File: src/rtl/fetch_unit.sv
// Instruction fetch and sequencing unit: drives the instruction-memory address, tags each
// returned word with its PC and validity, redirects through a branch-target LUT, and stops on halt.
module fetch_unit #(
    parameter int                   PC_W    = 10,
    parameter int                   INSTR_W = 9,
    parameter int                   LUT_W   = 5,
    parameter logic [INSTR_W-1:0]   HALT_OP = 9'h1FF,
    parameter int                   CNT_W   = 16
) (
    input  logic               Clk,
    input  logic               Reset,
    input  logic               Start,
    input  logic               Stall,
    input  logic               Branch,
    input  logic               Taken,
    input  logic [LUT_W-1:0]   TargetIdx,
    output logic [PC_W-1:0]    ImemAddr,
    input  logic [INSTR_W-1:0] ImemRdata,
    output logic [INSTR_W-1:0] Instr,
    output logic               InstrValid,
    output logic [PC_W-1:0]    InstrPc,
    input  logic               LutWe,
    input  logic [LUT_W-1:0]   LutWaddr,
    input  logic [PC_W-1:0]    LutWdata,
    output logic               Done,
    output logic [CNT_W-1:0]   InstrCount
);

    localparam int             LUT_DEPTH = 2 ** LUT_W;
    localparam logic [PC_W-1:0]  PC_ONE  = {{(PC_W-1){1'b0}}, 1'b1};
    localparam logic [CNT_W-1:0] CNT_ONE = {{(CNT_W-1){1'b0}}, 1'b1};
    localparam logic [CNT_W-1:0] CNT_MAX = {CNT_W{1'b1}};

    typedef enum logic [1:0] {
        IDLE = 2'd0,
        RUN  = 2'd1,
        DONE = 2'd2
    } state_e;

    state_e             state_q, state_d;
    logic [PC_W-1:0]    pc_q, pc_d;
    logic [PC_W-1:0]    instrPc_q, instrPc_d;
    logic               valid_q, valid_d;
    logic               done_q, done_d;
    logic [CNT_W-1:0]   count_q, count_d;

    logic [PC_W-1:0]    lut_q [LUT_DEPTH];
    logic [PC_W-1:0]    lutTarget;

    logic               instrValid;
    logic               isHalt;
    logic               takeBranch;

    // The LUT read is combinational on the stored array, so a same-cycle write still returns the old entry.
    assign lutTarget  = lut_q[TargetIdx];

    assign instrValid = valid_q && (state_q == RUN);
    assign isHalt     = instrValid && (ImemRdata == HALT_OP);
    assign takeBranch = instrValid && Branch && Taken;

    assign ImemAddr   = pc_q;
    assign Instr      = ImemRdata;
    assign InstrValid = instrValid;
    assign InstrPc    = instrPc_q;
    assign Done       = done_q;
    assign InstrCount = count_q;

    always_comb begin
        state_d   = state_q;
        pc_d      = pc_q;
        instrPc_d = instrPc_q;
        valid_d   = valid_q;
        done_d    = done_q;
        count_d   = count_q;

        unique case (state_q)
            IDLE, DONE: begin
                if (Start) begin
                    state_d = RUN;
                    pc_d    = '0;
                    valid_d = 1'b0;
                    done_d  = 1'b0;
                    count_d = '0;
                end
            end
            RUN: begin
                if (!Stall) begin
                    if (instrValid && (count_q != CNT_MAX)) begin
                        count_d = count_q + CNT_ONE;
                    end
                    // Halt outranks a branch; a taken branch squashes the fall-through word already in flight.
                    if (isHalt) begin
                        state_d = DONE;
                        done_d  = 1'b1;
                        valid_d = 1'b0;
                    end else if (takeBranch) begin
                        pc_d      = lutTarget;
                        instrPc_d = pc_q;
                        valid_d   = 1'b0;
                    end else begin
                        pc_d      = pc_q + PC_ONE;
                        instrPc_d = pc_q;
                        valid_d   = 1'b1;
                    end
                end
            end
            default: begin
                state_d = IDLE;
            end
        endcase
    end

    always_ff @(posedge Clk) begin
        if (Reset) begin
            state_q   <= IDLE;
            pc_q      <= '0;
            instrPc_q <= '0;
            valid_q   <= 1'b0;
            done_q    <= 1'b0;
            count_q   <= '0;
        end else begin
            state_q   <= state_d;
            pc_q      <= pc_d;
            instrPc_q <= instrPc_d;
            valid_q   <= valid_d;
            done_q    <= done_d;
            count_q   <= count_d;
        end
    end

    // Target table is software state and deliberately survives Reset.
    always_ff @(posedge Clk) begin
        if (LutWe) begin
            lut_q[LutWaddr] <= LutWdata;
        end
    end

endmodule

File: config.mk
export PLATFORM = sky130hd
export DESIGN_NAME = fetch_unit
export DESIGN_NICKNAME = d
export VERILOG_FILES = /design/src/rtl/fetch_unit.sv
export SDC_FILE = /design/constraint.sdc
export NUM_CORES = 1
export LEC_CHECK = 0
export CORE_MARGIN = 2
export CORE_UTILIZATION = 45
export DETAILED_ROUTE_END_ITERATION = 10
export HOLD_SLACK_MARGIN = 0.08
export PLACE_DENSITY = 0.66
export SYNTH_ARGS = -nofsm -noshare
export SYNTH_HDL_FRONTEND = slang
export SYNTH_SLANG_ARGS = --single-unit
File: constraint.sdc
create_clock -name Clk -period 3.2 [get_ports Clk]
set_input_delay 0.48 -clock Clk [delete_from_list [all_inputs] [get_ports Clk]]
set_output_delay 0.48 -clock Clk [all_outputs]
set_load 0.01 [all_outputs]
## Yosys cells after proc, flatten, opt, wreduce, memory -nomap -nowiden

Memory sizes are Yosys's and may differ from the RTL's.
Cells that the tools add are included.

| cells by class | value |
|---|---|
| reduce and logical (&&, ||, !) cells | 14 |
| $add $sub $neg | 2 |
| bitwise logic cells | 2 |
| mux-type cells | 23 |
| equality and inequality tests | 9 |

Operator list:

| kind | count |
|---|---|
| 16-bit two-way mux | 3 |
| 10-bit two-way mux | 4 |
| 16-bit case mux with 2 select lines | 1 |
| 10-bit case mux with 2 select lines | 1 |
| 16-bit by 1-bit adder with 16-bit output, second input constant | 1 |
| 16-bit != test, second input constant | 1 |
| 4-bit AND reduction | 3 |
| 10-bit by 1-bit adder with 10-bit output, second input constant | 1 |
| 9-bit == test, second input constant | 1 |
| 3-bit AND reduction | 3 |
| 1-bit two-way mux | 8 |
| 2-bit != test, second input constant | 4 |
| 2-bit two-way mux | 3 |
| 1-bit logical AND | 5 |
| 1-bit case mux with 2 select lines | 2 |
| 2-bit case mux with 2 select lines | 1 |
| 2-bit by 1-bit == test with 1-bit output, second input constant | 1 |
| 2-bit == test, second input constant | 1 |
| 2-bit zero test | 1 |
| 2-bit by 1-bit != test with 1-bit output, second input constant | 1 |
| 1-bit NOT | 2 |
| 2-bit nonzero test | 1 |
| 2-bit OR reduction | 1 |

| storage, ports and cells | value |
|---|---|
| memories | 1 |
| bits in writable memories | 320 |
| logic and storage cells | 57 |
| output and inout port bits | 47 |
| register bits | 40 |

Memory list:

| name | words | width | read ports | clocked after Yosys merged registers in | write ports | line | RTL |
|---|---|---|---|---|---|---|---|
| lut_q | 32 | 10 | 1 | 0 | 1 | 47 | `logic [PC_W-1:0] lut_q [LUT_DEPTH];` |

## Depth between registers and ports, before layout

Gate-level depths: netlist (run 1).

| logic depth | value |
|---|---|
| depth in word-level cells | 8 |
| gate-level depth with buffers | 8 |
| gate-level depth less buffers | 6 |

## Worst setup path before layout (run 1)

Ideal clock, no wire load.

| timing path | value |
|---|---|
| kind | input -> register |
| start point | input TargetIdx[0] |
| end point | register pc_q[6] (netlist: ImemAddr[6]) |
| stages | 6 |
| arrival | 1961 ps |
| path slack | 1113 ps |
| cell sequence | buf_6 -> buf_6 -> mux4_2 -> mux4_2 -> o211ai_1 -> o31ai_1 |

| between the ends | value |
|---|---|
| cells in the longest elaborated chain, start to end | 5 |

Ends and longest elaborated chain:

| item | line | RTL |
|---|---|---|
| start: declaration | 16 | `input logic [LUT_W-1:0] TargetIdx,` |
| memory 32 x 10 bit | n/a |  |
| 10-bit two-way mux | 96 | `end else if (takeBranch) begin` |
| 10-bit two-way mux | 92 | `if (isHalt) begin` |
| 10-bit two-way mux | 87 | `if (!Stall) begin` |
| 10-bit case mux with 2 select lines | 76 | `unique case (state_q)` |
| end signal: assignment | 123 | `pc_q <= pc_d;` |
| end: declaration | 41 | `logic [PC_W-1:0] pc_q, pc_d;` |

Every way passes these cells. The select of a mux whose other input is x is not followed.
A chain may end at the register's enable or synchronous reset.

## Worst setup path after layout (run 1)

| timing path | value |
|---|---|
| start point | register state_q[0] |
| end point | output InstrValid |

| between the ends | value |
|---|---|
| cells in the longest elaborated chain, start to end | 2 |

Ends and longest elaborated chain:

| item | line | RTL |
|---|---|---|
| start: declaration | 40 | `state_e state_q, state_d;` |
| start signal: assignment | 122 | `state_q <= state_d;` |
| 2-bit by 1-bit == test with 1-bit output | 57 | `assign instrValid = valid_q && (state_q == RUN);` |
| 1-bit logical AND | 57 |  |
| end: declaration | 20 | `output logic InstrValid,` |

Every way passes these cells.

==> metrics.txt, run 1 <==
fin area=17200 µm²; synth warn=0; n_diodes=0; register area share after synthesis=0.723; ys async rst share=0; Finished Layout Cells=1356; P&R area growth vs syn=19.3%; Die W=183 µm; endpoints failing setup=0; CP Class=flip-flop to output pin; final hold violation count=0; VDD IR max=0.297 mV; largest cells by area after synthesis=edfxtp_1 (67%), mux4_2 (13%), dfxtp_1 (5.6%), mux2i_1 (2.0%), nor2_1 (1.7%); fin util=0.545; Pwr Density=582 nW/µm²; Req. time, crit path=2.72 ns; post-synthesis area per instance=18.3 µm²; Max transition margin=0.273; drt wl/cell=24.1 µm; DP Wirelength=21.0 mm; final slew viol count=0; Clock Path Buffers=3; DRC violations left=0; TNS Setup=0 ns; initial antenna violation count=0; Tcrit/Tclk final=0.692; leakage power=5.55 nW; placed insts=1289; Routed Antenna Nets=0; vias in the first global route=7822; RSZ-0062 raised after global routing=no; Die Footprint=33500 µm²; Sink Count=360; first-pass GRT wire length=49.3 mm; Clock Tree Root=clkbuf_16; Post-Syn Instances=788; ys flop type=edfxtp_1; Max-Cap Viols=0; layout cells sized above 1=0.226; Placer Congestion=0.846; DR iter-0 viols=888; clk_skew=0.0139 ns; IO Port Bufs=82; Max FO, Critical Path=6; post-CTS setup buffers=0; FMAX=0.452 GHz; final wirelength=32.6 mm; startpoint types=flip-flop; Vias/cell=5.86; Total GRT Usage=0.199; hold buffer count at CTS=0; Worst-Skew Late Latency=0.53 ns; Site Rows=65; Placed Area=16000 µm²; H-tree depth=2; Tightest Pin Transition=1.09 ns; 1st-pass router iterations=5; GR Overflow Total=0; synthesized area=14400 µm²; CTS tree=done; status=completed; Resized cells post-CTS=0; #FFs+latches synth=360; die height=183 µm; crit end category=output pin; share of the synthesized area in the top cell type=0.667; Post-synth EDFFs=320; post-synth cell types=56; HP Class=flip-flop to flip-flop; Tmin final=2.21 ns; total power=9.99 mW; largest net degree at the start of global routing=37; I/O Pins=83; fin nets=965; via count=7948; Mapped Nets=826; clock transition at the registers of the reported paths=0.06 ns; Arr. time, crit path=1.73 ns; dominant cell type by area after synthesis=edfxtp_1; Core Footprint=31600 µm²; Initial Util=0.456; CTS buffer count=38
## kinds of logic (layout without fill, tap and decap cells)
logic type	count (synthesis)	count (layout)	share of synthesized area
xor gates and xnor gates	11	11	0.00669
buffers and inverters	52	218	0.0202
muxes	113	113	0.150
adders and majority gates	2	2	0.00174
DFF	360	360	0.723
AOI/OAI and AO/OA	82	82	0.0401
and+or+nand+nor	168	168	0.0585
## layout make-up
| cell class | count | area (µm²) |
|---|---|---|
| multi-input combinational | 376 | 3710 |
| clock inverter | 17 | 170 |
| clock buffer | 50 | 1040 |
| inverter | 5 | 18.8 |
| tap | 402 | 503 |
| fill | 2445 | 14400 |
| timing repair buffer | 146 | 1340 |
| sequential | 360 | 10400 |
## metal layers
| layer | track usage | vias to the layer above | wire length [µm] |
|---|---|---|---|
| met5 | 0 | - | 0 |
| met4 | 0.0454 | 0 | 507 |
| met3 | 0.0415 | 39 | 2740 |
| met2 | 0.315 | 364 | 15500 |
| met1 | 0.287 | 4052 | 13900 |
| li1 | - | 3493 | - |
## flip-flops by register name (all words and copies together), names as in the netlist
| register | cells |
|---|---|
| valid_q | 1 |
| InstrCount | 16 |
| InstrPc | 10 |
| Done | 1 |
| ImemAddr | 10 |
| state_q | 2 |
| lut_q | 320 |
## worst max-delay path: stages (launching register included)
cell and delay (ns):
dfxtp_1 0.41, nand3b_1 0.19, inv_1 0.08, clkdlybuf4s50_1 0.53
## Yosys cell counts, types with 2 or more instances
cell and n:
or3b_2 4, or3_1 3, o211ai_1 6, o31ai_1 4, xnor2_1 11, nand2b_1 8, mux2_2 2, a21oi_1 12
a31oi_1 7, nor2_1 64, nand3_1 15, ha_1 2, nor4_1 6, nand3b_1 9, nor2b_1 2, o32ai_1 2
a2111oi_0 2, dfxtp_1 40, nand2_1 18, or2_2 2, nand4_1 7, and3_1 10, mux2i_1 29, mux4_2 82
o211a_1 4, buf_4 15, o21ai_1 2, and2_1 2, o2111ai_1 4, buf_1 3, buf_2 12, a21bo_2 2
a22oi_1 2, buf_6 3, inv_1 4, nor3_1 14, edfxtp_1 320, o21ai_0 10, o22ai_1 12, a211oi_1 4
clkbuf_1 13
## through the flow
step                      hold slack, ns  worst slack (ns)
after global placement             0.467             0.632
after floorplan                    0.448              1.11
final                              0.473             0.986
after CTS                          0.478             0.949
after global routing               0.493             0.800
after detailed placement           0.469             0.593
## power by group
group,leakage (nW),switching [mW],internal [mW]
Sequential,3.21,0.0177,5.17
Clock,0.591,1.72,2.52
Combinational,1.75,0.329,0.243
## cells in the final DEF (no fill, tap or decap), drive strengths merged, types with 3 or more instances in the layout
cell	netlist	layout
edfxtp	320	320
mux4	82	82
clkdlybuf4s50	0	79
buf	33	67
nor2	64	64
clkbuf	14	50
dfxtp	40	40
mux2i	29	29
nand2	18	18
nand3	15	15
nor3	14	14
a21oi	12	12
o22ai	12	12
o21ai	12	12
clkinv	0	12
xnor2	11	11
and3	10	10
nand3b	9	9
nand2b	8	8
nand4	7	7
a31oi	7	7
inv	5	7
o211ai	6	6
nor4	6	6
or3b	4	4
o211a	4	4
o31ai	4	4
a211oi	4	4
o2111ai	4	4
or3	3	3
bufinv	0	3
a2111oi	3	3
## worst paths after layout
| path | from | cells after the start | to | slack [ns] |
|---|---|---|---|---|
| max | state_q[0] | 3 | InstrValid | 0.99 |
| min | Done | 2 | Done | 0.47 |
| max reg2reg | state_q[0] | 5 | ImemAddr[1] | 1.00 |
| min reg2reg | Done | 2 | Done | 0.47 |
Note: power is estimated with default switching activity, not from simulation.
==> inputs of run 2 (changes only) <==
- PLACE_DENSITY: 0.66 -> 0.68
- clock period: 3.2 -> 1.8 ns (I/O delays scaled with it)
==> run 2 against run 1 <==
Effect of this change:
- critical path depth rose by 1
- the run now ends with negative setup slack left
- final cell count rose by 6.2%
- worst setup slack got worse by 1.2 ns
- routed wire length rose by 2.3%
- hold slack got worse by 0.040 ns
==> metrics.txt, run 2 (synthesized netlist as in run 1, its figures left out) <==
n_diodes=0 (unchanged); I/O Pins=83 (unchanged); final wirelength=33.4 mm (+2.3%); Arr. time, crit path=2.37 ns (+0.64 ns); total power=17.5 mW (+75%); buffers and inverters on the worst path=0 (-2); Finished Layout Cells=1440 (+6.2%); Die W=183 µm (unchanged); post-route setup slack=-0.200 ns (-1.19 ns); CTS buffer count=36 (-5.3%); Placer Congestion=0.830 (-1.8%); Largest register FFs=320 (unchanged); commonest non-fill, non-tap cell in the layout=edfxtp_1; largest net degree at the start of global routing=33 (-11%); HP Class=input pin to flip-flop; Clock Path Buffers=3 (unchanged); Register Area=10400 µm² (+0.12%); Total GRT Usage=0.201 (+0.00248); VDD IR max=0.608 mV (+100%); initial antenna violation count=0 (unchanged); CP Class=flip-flop to flip-flop; multi-input logic area=3850 µm² (+4.0%); Worst path top cell family by delay=multiplexers; crit-path max cell delay=0.51 ns (-0.02 ns); clock transition at the registers of the reported paths=0.06 ns (about the same); Req. time, crit path=2.17 ns (-0.55 ns); Max transition margin=0.572 (+0.299); crit end category=flip-flop; FMAX=0.500 GHz; Core Footprint=31600 µm² (unchanged); fin nets=1053 (+9.1%); Worst-Skew Late Latency=0.51 ns (-0.02 ns); startpoint types=flip-flop; DR iter-0 viols=646 (-27%); Vias/cell=5.70 (-2.7%); H-tree depth=2 (unchanged); GR Overflow Total=0 (unchanged); via count=8215 (+3.4%); placed insts=1375 (+6.7%); Min Hold Slack=0.433 ns (-0.0400 ns); die height=183 µm (unchanged); DRC violations left=0 (unchanged); Pwr Density=967 nW/µm² (+66%); RSZ-0062 raised after global routing=yes; Largest Register=lut_q; CP most frequent cell=mux4_2; layout cells sized above 1=0.320 (+0.0934); worst slack, placed=-0.449 ns (-1.04 ns); Clock Tree Root=clkbuf_16; 1st-pass router iterations=5 (unchanged); Site Rows=65 (unchanged); CP Cell Sequence=mux4_2 -> mux4_2 -> o211ai_1 -> o31ai_1; DP Wirelength=22.3 mm (+6.3%); failing checks=negative setup slack; final hold violation count=0 (unchanged); leakage power=6.17 nW (+11%); Tmin final=2.00 ns; final slew viol count=0 (unchanged); Max FO, Critical Path=1 (-5); Max-Cap Viols=0 (unchanged); Initial Util=0.456 (unchanged); first-pass GRT wire length=49.9 mm (+1.2%); Slowest cell on crit path=mux4_2; IO Port Bufs=82 (unchanged); Sink Count=360 (unchanged); clk_skew=0.0135 ns (-0.000348 ns); drt wl/cell=23.2 µm (-3.7%); Die Footprint=33500 µm² (unchanged); CTS tree=done; endpoints failing setup=4 (+4); Tightest Pin Transition=0.637 ns (-0.450 ns); TNS Setup=-0.463 ns (-0.463 ns); status=finished, violations left; P&R area growth vs syn=25.5%; vias in the first global route=8224 (+5.1%); fill count=2387 (-2.4%); commonest non-fill, non-tap cells in the layout=edfxtp_1 (320), buf_4 (139), mux4_2 (82); Tcrit/Tclk final=1.11; hold buffer count at CTS=0 (unchanged); Routed Antenna Nets=0 (unchanged)
==> run 2: final timing paths <==
path	start	endpoint	slack (ns)	cells past startpoint
worst min register to register	Done	Done	0.46	2
worst min-delay path	Start	state_q[1]	0.43	4
worst max register to register	lut_q[19][6]	ImemAddr[6]	-0.20	4
worst max-delay path	lut_q[19][6]	ImemAddr[6]	-0.20	4
==> run 2: metal layers <==
layer	up-vias	track usage	wire length, µm
met2	325	0.338	16400
met4	0	0.0541	747
met5	-	0	0
li1	3673	-	-
met3	47	0.0344	2190
met1	4170	0.276	14000
==> run 2: where the power goes <==
part	switching, mW	internal [mW]
Clock	2.93	4.15
Sequential	0.0240	9.18
Combinational	0.625	0.558
Total	3.58	13.9
==> run 2: cell type report <==
type,count,area share
Multi-Input combinational cell,377,0.213
Clock buffer,41,0.0521
Sequential cell,360,0.577
Inverter,5,0.00104
Tap cell,402,0.0278
Clock inverter,20,0.00914
Timing Repair Buffer,235,0.120
==> run 2: through the flow <==
stage          utilization  area [µm²]
3_5_place_dp         0.531       16700
2_1_floorplan            -       14400
3_3_place_gp         0.531       16700
6_report             0.573       18100
5_1_grt              0.573       18100
4_1_cts              0.567       17900
==> run 2: what timing repair did <==
action                                  4_1_cts  5_1_grt
pin swaps                                     1        8
buffers inserted                              1        2
endpoints found under the hold margin         0        0
endpoints found under the setup margin       32       27
resized for setup                            21       38
gates cloned                                  0        2
==> run 2: worst reg2reg max path: stages (launching register included) <==
cell      delay (ns)
edfxtp_1        0.39
mux4_2          0.49
mux4_2          0.51
o211ai_1        0.33
o31ai_1         0.15
==> inputs of run 3 (changes only) <==
- PLACE_DENSITY: 0.68 -> 0.66
- clock period: 1.8 -> 2.45 ns (I/O delays scaled with it)
==> run 3 against run 2 <==
Effect of this change:
- the flow now finishes without violations
- sequential share of layout area grew 2.4 points
- critical path depth grew 3
- count of clock-buffer cells in the layout grew 5
- core utilization shrank 2.4 points
- via count shrank 3.6%
- die area is the same
- first-iteration DRC count grew 23%
- clock skew shrank 0.0052 ns
- highest routed layer unchanged
==> metrics.txt, run 3 (synthesized netlist as in run 1, its figures left out) <==
status=completed; Vias/cell=5.79 (+1.5%); CTS buffer count=38 (+5.6%); initial antenna violation count=0 (unchanged); vias in the first global route=7625 (-7.3%); clock transition at the registers of the reported paths=0.06 ns (about the same); Initial Util=0.456 (unchanged); Tcrit/Tclk final=0.897 (-0.214); DR iter-0 viols=796 (+23%); FMAX=0.455 GHz (-9.1%); largest net degree at the start of global routing=33 (unchanged); TNS Setup=0 ns (+0.463 ns); CP Class=flip-flop to flip-flop; RSZ-0062 raised after global routing=no; first-pass GRT wire length=48.4 mm (-2.9%); VDD IR max=0.429 mV (-30%); GR Overflow Total=0 (unchanged); DP Wirelength=21.1 mm (-5.2%); Placed Area=16100 µm² (-3.6%); reg2reg end=InstrCount[15]; commonest non-fill, non-tap cell in the layout=edfxtp_1; CTS tree=done; Routed Antenna Nets=0 (unchanged); Worst path top cell family by delay=simple AND/OR/NAND/NOR gates; die height=183 µm (unchanged); placed insts=1302 (-5.3%); R2R depth=7 (+3); hold path endpoint=Done; drt wl/cell=23.8 µm (+2.6%); n_diodes=0 (unchanged); layout cells sized above 1=0.239 (-0.0805); via count=7918 (-3.6%); Sink Count=360 (unchanged); crit end category=flip-flop; Clock Tree Root=clkbuf_16; I/O Pins=83 (unchanged); final slew viol count=0 (unchanged); M3 GR Usage=0.0443 (+0.00993); Tightest Pin Transition=0.930 ns (+0.292 ns); gr busiest metal=met2; startpoint types=flip-flop; Max FO, Critical Path=8 (+7); crit-path max cell delay=0.64 ns (+0.13 ns); final hold violation count=0 (unchanged); DRC violations left=0 (unchanged); Die Footprint=33500 µm² (unchanged); Pwr Density=750 nW/µm² (-22%); Max transition margin=0.377 (-0.195); Core Footprint=31600 µm² (unchanged); Site Rows=65 (unchanged); 1st-pass router iterations=5 (unchanged); Die W=183 µm (unchanged); Total GRT Usage=0.197 (-0.00428); fill count=2445 (+2.4%); Resized cells post-CTS=0 (-100%); clk_skew=0.00836 ns (-0.00518 ns); P&R area growth vs syn=20.3%; Req. time, crit path=2.90 ns (+0.73 ns); post-CTS setup buffers=0 (-1); Max-Cap Viols=0 (unchanged); Largest Register=lut_q; fin nets=978 (-7.1%); final wirelength=32.5 mm (-2.6%); hold path startpoint=Done; Placer Congestion=0.806 (-2.9%); met1 Resource Use GR=0.281 (+0.00504); met2 usage=0.311 (-0.0266); IO Port Bufs=82 (unchanged); total power=13.0 mW (-26%); CP Cell Sequence=ha_1 -> nand2_1 -> nor3_1 -> a2111oi_1 -> buf_4 -> a31o_2 -> a21oi_1; Clock Path Buffers=3 (unchanged); Slowest cell on crit path=nor3_1; Hold Path Cell Cnt=2 (-2); HP Class=flip-flop to flip-flop; endpoints failing setup=0 (-4); worst r2r src=InstrCount[0]; hold buffer count at CTS=0 (unchanged); H-tree depth=2 (unchanged); Arr. time, crit path=2.65 ns (+0.28 ns); fin area=17300 µm² (-4.1%); Worst-Skew Late Latency=0.52 ns (about the same); commonest non-fill, non-tap cells in the layout=edfxtp_1 (320), mux4_2 (82), clkdlybuf4s50_1 (79); Largest register FFs=320 (unchanged); Reg2Reg Setup Slack=0.25 ns (+0.45 ns); Finished Layout Cells=1367 (-5.1%); Tmin final=2.20 ns (+0.199 ns); fin util=0.549 (-0.0237); buffers and inverters on the worst path=1 (+1); leakage power=5.63 nW (-8.8%)
run 3: changes by cell type in the layout (fill, tap and decap cells not counted), sizes merged, moves of 4 or more:
cell / delta
buf: -75
clkdlybuf4s50: +13
dlymetal6s2s: -7
dlygate4sd2: -6
clkbuf: +4
run 3: worst max-delay path by stage:
stage,start,end,slack (ns),depth (start not counted)
4_1_cts,InstrCount[0],InstrCount[15],0.27,7
3_3_place_gp,ImemRdata[8],ImemAddr[1],0.10,6
5_1_grt,InstrCount[0],InstrCount[15],0.03,7
2_1_floorplan,TargetIdx[0],ImemAddr[6],0.48,6
6_report,InstrCount[0],InstrCount[15],0.25,7
3_5_place_dp,Stall,InstrPc[1],0.09,5
run 3: report_power, final:
group	internal (mW)	switching [mW]	total, mW
registers	6.75	0.0222	6.77
clock network	3.23	2.23	5.47
logic	0.338	0.427	0.765
run 3: metal layers:
metal	share of wire	wire length, µm
met4	0.021	693
met1	0.43	14000
met3	0.081	2620
met2	0.47	15200
met5	0	0
run 3: layout make-up:
class,instances,area [µm²],share of cell area
clock buffers,46,1040,0.0603
clock inverters,19,141,0.00816
inverters,5,18.8,0.00108
multi-input cells,376,3710,0.214
flip-flops and latches,360,10400,0.601
well taps,402,503,0.0290
repair buffers,159,1500,0.0867
run 3: worst min-delay path, stage by stage, from the launching register on:
cell and delay, ns:
dfxtp_1 0.31, nand2_1 0.05, a21oi_1 0.06
run 3: stage by stage:
stage          hold slack [ns]  setup WS [ns]
2_1_floorplan            0.448          0.475
3_5_place_dp             0.457         0.0904
6_report                 0.465          0.251
4_1_cts                  0.466          0.273
5_1_grt                  0.493         0.0294
3_3_place_gp             0.444          0.105
